<file path="src/rtl/mem_access_ctrl_pkg.sv">
// Shared option codes, FSM states, default timeout and the misalignment rule for mem_access_ctrl.
package mem_access_ctrl_pkg;

  localparam int unsigned MAC_TIMEOUT_DEFAULT = 16;

  typedef enum logic [2:0] {
    LD_LB  = 3'b000,
    LD_LBU = 3'b001,
    LD_LH  = 3'b010,
    LD_LHU = 3'b011,
    LD_LW  = 3'b100
  } load_opt_e;

  typedef enum logic [1:0] {
    ST_SB     = 2'b00,
    ST_SH     = 2'b01,
    ST_SW     = 2'b10,
    ST_SW_ALT = 2'b11
  } store_opt_e;

  typedef enum logic [1:0] {
    S_IDLE   = 2'b00,
    S_ACCESS = 2'b01,
    S_DONE   = 2'b10,
    S_ERR    = 2'b11
  } state_e;

  // Option code 11 on stores behaves as sw, so it falls into the word rule.
  function automatic logic is_misaligned(input logic       we,
                                         input logic [1:0] st_opt,
                                         input logic [2:0] ld_opt,
                                         input logic [1:0] addr_lo);
    logic mis;
    mis = 1'b0;
    if (we) begin
      case (store_opt_e'(st_opt))
        ST_SB:   mis = 1'b0;
        ST_SH:   mis = addr_lo[0];
        default: mis = |addr_lo;
      endcase
    end else begin
      case (ld_opt)
        LD_LH, LD_LHU: mis = addr_lo[0];
        LD_LW:         mis = |addr_lo;
        default:       mis = 1'b0;
      endcase
    end
    return mis;
  endfunction

endpackage

</file>
<file path="src/rtl/mem_access_ctrl_store_align.sv">
// Store lane steering: byte enables and lane-replicated write data from the low address bits.
module store_align
  import mem_access_ctrl_pkg::*;
(
  input  logic [1:0]  i_addr_lo,
  input  logic [1:0]  i_store_option,
  input  logic [31:0] i_din,
  output logic [3:0]  o_mem_be,
  output logic [31:0] o_mem_wdata
);

  always_comb begin
    o_mem_be    = '0;
    o_mem_wdata = '0;
    case (store_opt_e'(i_store_option))
      ST_SB: begin
        o_mem_be    = 4'b0001 << i_addr_lo;
        o_mem_wdata = {4{i_din[7:0]}};
      end
      ST_SH: begin
        o_mem_be    = i_addr_lo[1] ? 4'b1100 : 4'b0011;
        o_mem_wdata = {2{i_din[15:0]}};
      end
      default: begin
        o_mem_be    = 4'b1111;
        o_mem_wdata = i_din;
      end
    endcase
  end

endmodule

</file>
<file path="src/rtl/mem_access_ctrl.sv">
// CPU-to-memory access controller with wait-state timeout; all outputs registered.
// Misaligned-access trapping is enabled by defining MEM_ACCESS_MISALIGN_TRAP_EN.
module mem_access_ctrl
  import mem_access_ctrl_pkg::*;
#(
  parameter int unsigned TIMEOUT = MAC_TIMEOUT_DEFAULT
) (
  input  logic        clk,
  input  logic        reset,
  input  logic        req,
  input  logic        we,
  input  logic [31:0] Addr,
  input  logic [31:0] Din,
  input  logic [1:0]  store_option,
  input  logic [2:0]  load_option,
  output logic        mem_req,
  output logic        mem_we,
  output logic [31:0] mem_addr,
  output logic [3:0]  mem_be,
  output logic [31:0] mem_wdata,
  input  logic        mem_ready,
  input  logic [31:0] mem_rdata,
  output logic [31:0] Dout,
  output logic [31:0] Addr_q,
  output logic [2:0]  load_option_q,
  output logic        busy,
  output logic        done,
  output logic        bus_err,
  output logic        misalign
);

  localparam int unsigned CNT_W = (TIMEOUT > 1) ? $clog2(TIMEOUT) : 1;
  localparam logic [CNT_W-1:0] TO_LAST = CNT_W'(TIMEOUT - 1);

  state_e            r_state;
  logic [CNT_W-1:0]  r_wait_cnt;
  logic              r_we_q;
  logic              r_mem_req;
  logic              r_mem_we;
  logic [31:0]       r_mem_addr;
  logic [3:0]        r_mem_be;
  logic [31:0]       r_mem_wdata;
  logic [31:0]       r_dout;
  logic [31:0]       r_addr_q;
  logic [2:0]        r_ld_opt_q;
  logic              r_busy;
  logic              r_done;
  logic              r_bus_err;
  logic              r_misalign;

  logic [3:0]        w_st_be;
  logic [31:0]       w_st_wdata;
  logic              w_misalign;

  // Steering is computed from the live request inputs and captured on acceptance,
  // so the lane outputs are already registered when ACCESS begins.
  store_align u_store_align (
    .i_addr_lo      (Addr[1:0]),
    .i_store_option (store_option),
    .i_din          (Din),
    .o_mem_be       (w_st_be),
    .o_mem_wdata    (w_st_wdata)
  );

`ifdef MEM_ACCESS_MISALIGN_TRAP_EN
  assign w_misalign = is_misaligned(we, store_option, load_option, Addr[1:0]);
`else
  assign w_misalign = 1'b0;
`endif

  always_ff @(posedge clk) begin
    if (reset) begin
      r_state     <= S_IDLE;
      r_wait_cnt  <= '0;
      r_we_q      <= 1'b0;
      r_mem_req   <= 1'b0;
      r_mem_we    <= 1'b0;
      r_mem_addr  <= '0;
      r_mem_be    <= '0;
      r_mem_wdata <= '0;
      r_dout      <= '0;
      r_addr_q    <= '0;
      r_ld_opt_q  <= '0;
      r_busy      <= 1'b0;
      r_done      <= 1'b0;
      r_bus_err   <= 1'b0;
      r_misalign  <= 1'b0;
    end else begin
      r_done     <= 1'b0;
      r_bus_err  <= 1'b0;
      r_misalign <= 1'b0;
      case (r_state)
        S_IDLE: begin
          if (req) begin
            r_addr_q   <= Addr;
            r_ld_opt_q <= load_option;
            r_we_q     <= we;
            r_busy     <= 1'b1;
            if (w_misalign) begin
              r_state    <= S_ERR;
              r_done     <= 1'b1;
              r_misalign <= 1'b1;
            end else begin
              r_state     <= S_ACCESS;
              r_wait_cnt  <= '0;
              r_mem_req   <= 1'b1;
              r_mem_we    <= we;
              r_mem_addr  <= {Addr[31:2], 2'b00};
              r_mem_be    <= we ? w_st_be : 4'b1111;
              r_mem_wdata <= we ? w_st_wdata : '0;
            end
          end
        end
        S_ACCESS: begin
          // Completion wins over timeout when both land in the same cycle.
          if (mem_ready || (r_wait_cnt == TO_LAST)) begin
            r_mem_req   <= 1'b0;
            r_mem_we    <= 1'b0;
            r_mem_addr  <= '0;
            r_mem_be    <= '0;
            r_mem_wdata <= '0;
            r_done      <= 1'b1;
            if (mem_ready) begin
              r_state <= S_DONE;
              if (!r_we_q) r_dout <= mem_rdata;
            end else begin
              r_state   <= S_ERR;
              r_bus_err <= 1'b1;
            end
          end else begin
            r_wait_cnt <= r_wait_cnt + CNT_W'(1);
          end
        end
        S_DONE, S_ERR: begin
          r_state <= S_IDLE;
          r_busy  <= 1'b0;
        end
        default: r_state <= S_IDLE;
      endcase
    end
  end

  assign mem_req       = r_mem_req;
  assign mem_we        = r_mem_we;
  assign mem_addr      = r_mem_addr;
  assign mem_be        = r_mem_be;
  assign mem_wdata     = r_mem_wdata;
  assign Dout          = r_dout;
  assign Addr_q        = r_addr_q;
  assign load_option_q = r_ld_opt_q;
  assign busy          = r_busy;
  assign done          = r_done;
  assign bus_err       = r_bus_err;
  assign misalign      = r_misalign;

endmodule

</file>
<file path="config.mk">
export PLATFORM = sky130hd
export DESIGN_NAME = mem_access_ctrl
export DESIGN_NICKNAME = d
export VERILOG_FILES = /design/src/rtl/mem_access_ctrl_pkg.sv /design/src/rtl/mem_access_ctrl_store_align.sv /design/src/rtl/mem_access_ctrl.sv
export SDC_FILE = /design/constraint.sdc
export NUM_CORES = 1
export LEC_CHECK = 0
export CAP_MARGIN = 10
export CORE_AREA = 10 10 134 136
export DETAILED_ROUTE_END_ITERATION = 8
export DIE_AREA = 0 0 144 146
export HOLD_SLACK_MARGIN = 0.12
export PLACE_DENSITY = 0.69
export RECOVER_POWER = 50
export SETUP_SLACK_MARGIN = 0.1
export SLEW_MARGIN = 10
export SYNTH_ARGS = -nofsm -noshare
export SYNTH_HDL_FRONTEND = slang
export SYNTH_SLANG_ARGS = --single-unit
</file>
<file path="constraint.sdc">
create_clock -name clk -period 2.2 [get_ports clk]
set_clock_uncertainty 0.15 [all_clocks]
set_input_delay 0.33 -clock clk [delete_from_list [all_inputs] [get_ports clk]]
set_output_delay 0.33 -clock clk [all_outputs]
set_load 0.1 [all_outputs]
</file>
==> key figures <==
Timing
  – Setup_tns: 0 ns
  – FMAX: 533 MHz
  – Count of final hold-check violations: 0
  – Max-slew headroom: 0.583
  – Max Slew Vio Count: 0
  – RSZ-0062 raised after global routing: no
  – Final period util: 0.852
  – Setup violators final: 0
  – Final hold slack: 0.182 ns
  – Post-layout min period: 1.87 ns
  – Least-Margin Pin Slew: 0.626 ns

Finish
  – Area Growth Syn to Fin: 50.0%
  – # nets final: 941
  – Commonest non-fill, non-tap cell in the layout: nand2_1
  – Fillers: 1556
  – Layout cell share with drive strength beyond 1: 0.228
  – Commonest cells after routing, fill and taps aside: nand2_1, dfxtp_1, clkbuf_2

Route
  – Drt total wl: 17100 um
  – Remaining DRCs: 0
  – Via Count: 4882
  – Via density per instance: 4.69
  – Initial drt markers: 200
  – Average routed wire per standard cell: 16.5 um
  – Antenna-violating nets left: 0
  – DR pass1 iterations: 4

Floorplan
  – Die area: 21000 um^2
  – Die H: 146 um
  – Initial Util: 0.338
  – Core ar.: roughly 15000 um^2
  – Top Ports: ~250
  – Row count: 46
  – Chip width: 144 um

Global route
  – Total gr overflow: 0
  – Largest net degree at the start of global routing: 38
  – First-pass GRT wire length: approximately 27000 um
  – Number of global-route vias before repair: approximately 4.8k
  – Tot GR Track Use: 0.160
  – Initial antenna violation count: 1

Place
  – Detail Placement HPWL: about 13000 um
  – RD Place Congestion: 0.754
  – PortBufs: between 200 and 250

Synthesis
  – Syn Inst Count: 598
  – Main synth FF type: dfxtp_1
  – Post-Syn Area: around 5200 um^2
  – Mux cell area share after synthesis: 0.0421
  – FFs w/ async S/R, synth: 0
  – Yosys warns: 0
  – Post-synth EDFFs: 0
  – Mean area per synthesized cell: 8.75 um^2
  – Yosys cell types: 36
  – Flops & latches, synth: 145
  – Largest family of logic cells by synthesized area: simple AND/OR/NAND/NOR gates
  – Post-Synth Simple-Gate Area: 0.179
  – Adder-cell share of the synthesized area: 0.00239
  – Sequential share of the synthesized area: 0.554
  – Area share of xor/xnor cells in the synthesized design: 0.00502
  – Synth Area in Compound Gates: 0.174

Worst setup path
  – FF-to-FF Start: r_wait_cnt[0]$_SDFFE_PP0P_
  – Crit-path max FO: 25
  – Startpoint types: flip-flop
  – Cells on worst reg2reg path: 6
  – WP data arrival: ~2.0 ns
  – Worst EP required: 2.35 ns
  – RR Endpoint: mem_wdata[31]$_SDFFE_PP0P_
  – Crit path kind: reg -> reg
  – Reg2reg setup slack: ~0.33 ns
  – CP endpoint kind: flip-flop

Clock tree
  – CTS tree: yes
  – H-tree lvl count: 4
  – TritonCTS Buffers: 17
  – CTS hold repair buffers: 0
  – Post-CTS sizing: 0
  – CTS Buffer Depth: 2
  – Clock Tree Root: clkbuf_16
  – Clk_lat worst skew: 0.41 ns
  – Clock slew at reported path FFs: 0.06 ns
  – Clock sink count: 145
  – Post-CTS setup buffer count: 0

Job
  – Max-Cap Viols: 0

Worst hold path
  – Hold Path Cell Cnt: 2
  – HP Start: reset
  – WHS Endpoint: mem_be[3]$_SDFFE_PP0P_
  – Hold Crit Class: in -> reg

Power
  – Int Pwr: 4.91 mW
  – Clock network power share: 0.383
  – Combinational power share: 0.238
  – Net Sw Frac: 0.342
  – Seq pwr share: 0.380
  – PwrDens: around 950 nW/um^2
  – VDD IR max: 0.551 mV
  – P_leak: roughly 3.3 nW
  – Switching power: between 2 and 3 mW

Status
  – Status: completed
[logic make-up (layout without fill, tap and decap cells)]
family                   count (synthesis)  in the layout
flip-flops                             145            145
adder cells (fa/ha/maj)                  1              1
other                                    1              4
AND/OR/NAND/NOR                        222            222
XOR/XNOR                                 3              3
multiplexers                            22             22
AO/OA/AOI/OAI                          154            154
buffers and inverters                   50            297
[final cells by class]
| class | count | area (um^2) | area share |
|---|---|---|---|
| tap | 192 | 240 | 0.0306 |
| antenna | 1 | 2.50 | 0.000319 |
| sequential | 145 | 2900 | 0.370 |
| timing repair buffer | 263 | 1970 | 0.251 |
| inverter | 2 | 7.51 | 0.000956 |
| clock inverter | 12 | 133 | 0.0169 |
| multi-input combinational | 405 | 2140 | 0.273 |
| clock buffer | 20 | 457 | 0.0582 |
[per-stage QoR]
stage	cells	cell area (um^2)	worst slack (ns)	power [mW]	utilization
2_1_floorplan	600	5240	0.422	4.19	-
3_3_place_gp	1007	7590	0.0515	4.75	0.490
3_5_place_dp	1007	7590	0.0237	4.76	0.490
4_1_cts	1039	8180	0.340	7.64	0.528
5_1_grt	1040	7850	0.215	7.78	0.507
6_report	1040	7850	0.325	7.47	0.507
[power by group through the flow]
stage               registers [mW]  clock network (mW)  logic (mW)
detailed placement            2.89                   0        1.87
global placement              2.89                   0        1.86
floorplan                     3.83                   0       0.353
finish                        2.83                2.86        1.77
global route                  2.85                3.07        1.86
CTS                           2.84                2.94        1.87
[cell usage after synthesis (all sizes together), types with 2 or more instances]
cell / n / area [um^2]
dfxtp: 145 / 2900
nand2b: 3 / 18.8
o2bb2ai: 10 / 87.6
mux2i: 22 / 220
a22o: 14 / 123
nor2: 11 / 43.8
o41ai: 2 / 17.5
nor3: 5 / 25.0
inv: 2 / 7.51
nor2b: 7 / 43.8
o21ai: 10 / 50.1
nand2: 176 / 661
o31ai: 6 / 45.0
nand3b: 9 / 67.6
and3: 2 / 12.5
xnor2: 2 / 17.5
a22oi: 2 / 15.0
buf: 18 / 103
or3b: 2 / 17.5
a21oi: 105 / 526
nand3: 3 / 15.0
clkbuf: 30 / 113
[critical path, stage by stage, from the launching register on]
cell	delay, ns
dfxtp_1	0.37
ha_1	0.17
and3_1	0.30
o221ai_4	0.16
nor2b_1	0.19
buf_12	0.18
a22o_1	0.23
[how the worst max path moves through the flow]
stage,startpoint,to
finish,r_wait_cnt[0]$_SDFFE_PP0P_,mem_wdata[31]$_SDFFE_PP0P_
global route,r_wait_cnt[0]$_SDFFE_PP0P_,mem_wdata[28]$_SDFFE_PP0P_
CTS,r_wait_cnt[0]$_SDFFE_PP0P_,mem_wdata[31]$_SDFFE_PP0P_
detailed placement,req,mem_wdata[1]$_SDFFE_PP0P_
global placement,req,mem_wdata[30]$_SDFFE_PP0P_
floorplan,r_wait_cnt[0]$_SDFFE_PP0P_,mem_wdata[10]$_SDFFE_PP0P_
[state kept, by name, summed over array words and instances (netlist names)]
register and count:
Addr_q 32, Dout 32, mem_wdata 32, mem_addr 30, mem_be 4, r_wait_cnt 4, load_option_q 3, r_state 2
bus_err 1, busy 1, done 1, mem_req 1, mem_we 1, r_we_q 1
[metal layers]
metal	wire length (um)	share of wire	track usage	up-vias
met4	330	0.019	0.0603	0
met3	1370	0.080	0.0574	20
met2	7910	0.46	0.250	163
met1	7520	0.44	0.196	2208
met5	0	0	0	-
li1	-	-	-	2491
No activity file was read; power rests on OpenSTA's default activity.
